<file path="src/rtl/io_input_handshake.sv">
// io_input_handshake: synchronises switches and Enter, debounces Enter and runs the
// IN-instruction stall/capture handshake with the core.
module io_input_handshake #(
    parameter int DEBOUNCE_CYCLES = 50000,
    parameter int SW_W            = 10,
    parameter int DATA_W          = 32
) (
    input  logic              clk,
    input  logic              reset,
    input  logic              in_req,
    input  logic [SW_W-1:0]   sw,
    input  logic              Enter,
    output logic              stall,
    output logic              in_done,
    output logic [DATA_W-1:0] in_data,
    output logic [DATA_W-1:0] live_data,
    output logic              in_active
);
    localparam int CW = DEBOUNCE_CYCLES > 1 ? $clog2(DEBOUNCE_CYCLES) : 1;

    typedef enum logic [1:0] {IDLE, WAIT_RELEASE, WAIT_PRESS, DONE} state_e;

    state_e            state_q, state_d;
    logic [SW_W-1:0]   sw_meta_q, sw_sync_q;
    logic              en_meta_q, en_sync_q;
    logic              enter_db_q, enter_db_d, enter_prev_q;
    logic [CW-1:0]     cnt_q, cnt_d;
    logic [DATA_W-1:0] in_data_q, in_data_d;
    logic              mismatch, hit, press;

    // The counter only ever reaches DEBOUNCE_CYCLES-1; the next mismatched cycle commits.
    always_comb begin
        mismatch   = en_sync_q != enter_db_q;
        hit        = cnt_q == CW'(DEBOUNCE_CYCLES - 1);
        cnt_d      = (!mismatch || hit) ? '0 : cnt_q + CW'(1);
        enter_db_d = (mismatch && hit) ? en_sync_q : enter_db_q;
        press      = enter_db_q & ~enter_prev_q;
        in_data_d  = (state_q == WAIT_PRESS && in_req && press) ? DATA_W'(sw_sync_q) : in_data_q;
    end

    always_ff @(posedge clk) begin
        if (reset) begin
            state_q      <= IDLE;
            sw_meta_q    <= '0;
            sw_sync_q    <= '0;
            en_meta_q    <= 1'b0;
            en_sync_q    <= 1'b0;
            enter_db_q   <= 1'b0;
            enter_prev_q <= 1'b0;
            cnt_q        <= '0;
            in_data_q    <= '0;
        end else begin
            state_q      <= state_d;
            sw_meta_q    <= sw;
            sw_sync_q    <= sw_meta_q;
            en_meta_q    <= Enter;
            en_sync_q    <= en_meta_q;
            enter_db_q   <= enter_db_d;
            enter_prev_q <= enter_db_q;
            cnt_q        <= cnt_d;
            in_data_q    <= in_data_d;
        end
    end

    // A dropped in_req (flush) takes priority over a press in the wait states.
    always_comb begin
        state_d = state_q;
        case (state_q)
            IDLE:         state_d = !in_req ? IDLE : enter_db_q ? WAIT_RELEASE : WAIT_PRESS;
            WAIT_RELEASE: state_d = !in_req ? IDLE : !enter_db_q ? WAIT_PRESS : WAIT_RELEASE;
            WAIT_PRESS:   state_d = !in_req ? IDLE : press ? DONE : WAIT_PRESS;
            default:      state_d = IDLE;
        endcase
    end

    always_comb begin
        in_done   = state_q == DONE;
        in_active = state_q == WAIT_RELEASE || state_q == WAIT_PRESS;
        stall     = in_req && state_q != DONE;
        in_data   = in_data_q;
        live_data = DATA_W'(sw_sync_q);
    end
endmodule

</file>
<file path="config.mk">
export PLATFORM = sky130hd
export DESIGN_NAME = io_input_handshake
export DESIGN_NICKNAME = d
export VERILOG_FILES = /design/src/rtl/io_input_handshake.sv
export SDC_FILE = /design/constraint.sdc
export NUM_CORES = 1
export LEC_CHECK = 0
export CAP_MARGIN = 15
export CORE_MARGIN = 10
export CORE_UTILIZATION = 41
export CTS_BUF_LIST = sky130_fd_sc_hd__clkbuf_4
export DETAILED_ROUTE_END_ITERATION = 8
export PLACE_DENSITY = 0.77
export SKIP_CTS_REPAIR_TIMING = 1
export SLEW_MARGIN = 5
export SYNTH_ARGS = -nofsm -noshare
export SYNTH_HDL_FRONTEND = slang
export SYNTH_SLANG_ARGS = --single-unit
</file>
<file path="constraint.sdc">
create_clock -name clk -period 1.7 [get_ports clk]
set_input_delay 0.255 -clock clk [delete_from_list [all_inputs] [get_ports clk]]
set_output_delay 0.255 -clock clk [all_outputs]
set_load 0.01 [all_outputs]
</file>
==> results of run 1 <==
## layout make-up
class | instances | area [um^2]
clock inverter | 2 | 16.27
multi-input combinational | 173 | 967.2
clock buffer | 6 | 45.04
timing repair buffer | 50 | 485.5
fill | 480 | 2509
tap | 70 | 87.58
inverter | 5 | 18.77
sequential | 52 | 1044
## final timing paths
| path | from | end | slack (ps) | cells past startpoint |
|---|---|---|---|---|
| worst max register to register | cnt_q[15] | cnt_q[6] | 60 | 5 |
| worst max-delay path | cnt_q[15] | cnt_q[6] | 60 | 5 |
| worst min-delay path | sw[1] | sw_meta_q[1] | 410 | 2 |
| worst min register to register | sw_meta_q[5] | sw_sync_q[5] | 450 | 1 |
## per-stage QoR
step                util, %  hold slack, ps  cell area [um^2]  total power (uW)
floorplan                 -           383.2              2385              1448
global placement      49.37           417.8              2554              1439
detailed placement    49.37           421.8              2554              1440
CTS                   50.56           401.2              2615              1991
global route          51.50           387.9              2664              2062
finish                51.50           412.8              2664              1978
## registers in the layout, summed over array words and instances, names as in the netlist
signal        count
enter_db_q        1
sw_meta_q        10
cnt_q            16
in_data          10
state_q           2
enter_prev_q      1
sw_sync_q        10
en_sync_q         1
en_meta_q         1
## worst register-to-register path, cell delays in order, from the launching register on
cell and delay, ps:
dfxtp_1 360, or4bb_4 550, nor4_4 260, or3_4 190
buf_12 130, nor2_1 50
## metal layers
layer | part of all wire [%] | vias to the layer above
met5 | 0 | -
met4 | 1.9 | 0
met3 | 7.2 | 5
met2 | 46 | 59
met1 | 45 | 674
li1 | - | 770
## logic make-up after synthesis
| family | Yosys count | share of synthesized area (%) |
|---|---|---|
| AO/OA/AOI/OAI | 12 | 3.039 |
| XOR/XNOR | 15 | 5.909 |
| adder cells (fa/ha/maj) | 6 | 3.376 |
| buffers and inverters | 56 | 18.01 |
| flip-flops | 52 | 46.82 |
| multiplexers | 1 | 0.5064 |
| other | 1 | 0.1687 |
| AND/OR/NAND/NOR | 95 | 22.17 |
## report_power, final
group | internal, uW | switching, uW
logic | 71.3 | 91.0
clock network | 181 | 379
registers | 1250 | 10.4
total | 1500 | 480
## cell usage after synthesis (all sizes together)
cell type / n
o311a: 1
nor2: 21
nand3: 7
and3: 2
buf: 47
nor3: 3
xor2: 2
ha: 6
dfxtp: 52
nand4b: 1
a21oi: 10
or3: 1
nand2: 23
clkbuf: 4
mux2: 1
nor4: 5
nor3b: 1
or4: 1
inv: 5
nand4: 3
conb: 1
or4bb: 1
nor2b: 26
o21a: 1
xnor2: 13
==> impl_results.md, run 1 <==
* Die footprint at 0.008768 mm^2
* DP Worst Slack at between 30 and 40 ps
* WL final at 4.207 mm
* Critical Setup Path Class: register to register
* DP HPWL at approximately 3.3 mm
* # diodes at 0
* WL/cell at 11.75 um
* Cell Area, Synth at 0.002223 mm^2
* Final WS setup at 63.60 ps
* Synth Area per Inst at 9.342 um^2
* Power Density at 742.5 mW/mm^2
* Yosys reg bits at 52
* I/O Buffers at 36
* Layout cells sized above 1 at between 10% and 20%
* Worst min path class: primary input to register
* Pin count of the biggest net entering global routing at 24
* Syn Inst Count at between 200 and 250
* Clk buf depth at 2
* Placed cells at 348
* Clk pin slew, worst setup/hold paths at 140 ps
* Unique masters post-synth at 30
* GRT busiest layer: met2
* Synth area leader: dfxtp_1
* Sequential fraction of the synthesis area at 46.82%
* First-pass DRT Iterations at 4
* Final Hold Viols at 0
* Final setup TNS at 0 ps
* Die Wd at around 94 um
* GP Congestion at 0.7481
* Arrival time worst endpoint at 1900 ps
* Root Driver: clkbuf_4
* H-tree lvl count at 2
* Sink Count at 52
* Gr ovfl total at 0
* Clk_lat worst skew at around 370 ps
* Worst clock skew at 15.73 ps
* Routed vias at roughly 1500
* Critical Path End Type: register
* LEAKAGE at between 0.001 and 0.0015 uW
* Crit-path max FO at 16
* Ys Warns at 0
* Slowest CP cell: or4bb_4
* GRT met2 Usage at 15.49%
* DRC errors left at 0
* Initial DRC count at between 50 and 60
* Vias/cell at roughly 4.2
* Core area at 0.005172 mm^2
* Site row count at 26
* Crit path buf inv count at 1
* Synth top area cells: dfxtp_1 47%, buf_4 15%, nor2b_1 7.3%
* Period utilization at a little over nine tenths
* Final setup violation count at 0
* Worst EP required at 1970 ps
* Max-slew violations at 0
* Global-route wire length before repair at about 6.8 mm
* Slowest stage delay, CP at ~550 ps
* CTS tree: done
* Io pins at 81
* Yosys top cell area share at 46.82%
* CP top delay family: simple AND/OR/NAND/NOR gates
* Post-DRT Antenna Nets at 0
* M3 GR Usage at 2.558%
* Cell Chain, Critical Path: or4bb_4, nor4_4, or3_4, buf_12, nor2_1
* Gr usage total at 9.536%
* Peak supply drop at 0.4732 mV
* Max-Cap Viols at 0
* Layout Cells excl Fill at roughly 360
* Starting Density at 42.98%
* Number of global-route vias before repair at 1478
* Commonest non-fill, non-tap cells in the layout: 50 x dfxtp_1, 44 x conb_1, 33 x clkdlybuf4s50_1
* Startpoint type of the worst setup path: register
* DIE HEIGHT at 93.64 um
* Layout area overhead at 19.81%
* Post-layout min period at 1636 ps
* Commonest non-fill, non-tap cell in the layout: dfxtp_1
* Met1 Usage GRT at 11.14%
* Inserted Clock Buffers at 5
* Outcome: complete, no violations
* NumNets Final at 307
* FMAX at 0.6111 GHz
* Initial antenna violation count at 0
(Power assumes the default switching activity.)
==> run 2: changes to the inputs <==
CTS_CLUSTER_SIZE = 12   (was not set)
==> results of run 2 <==
Same layout as run 1: the final DEF is identical, and so are final timing and power.
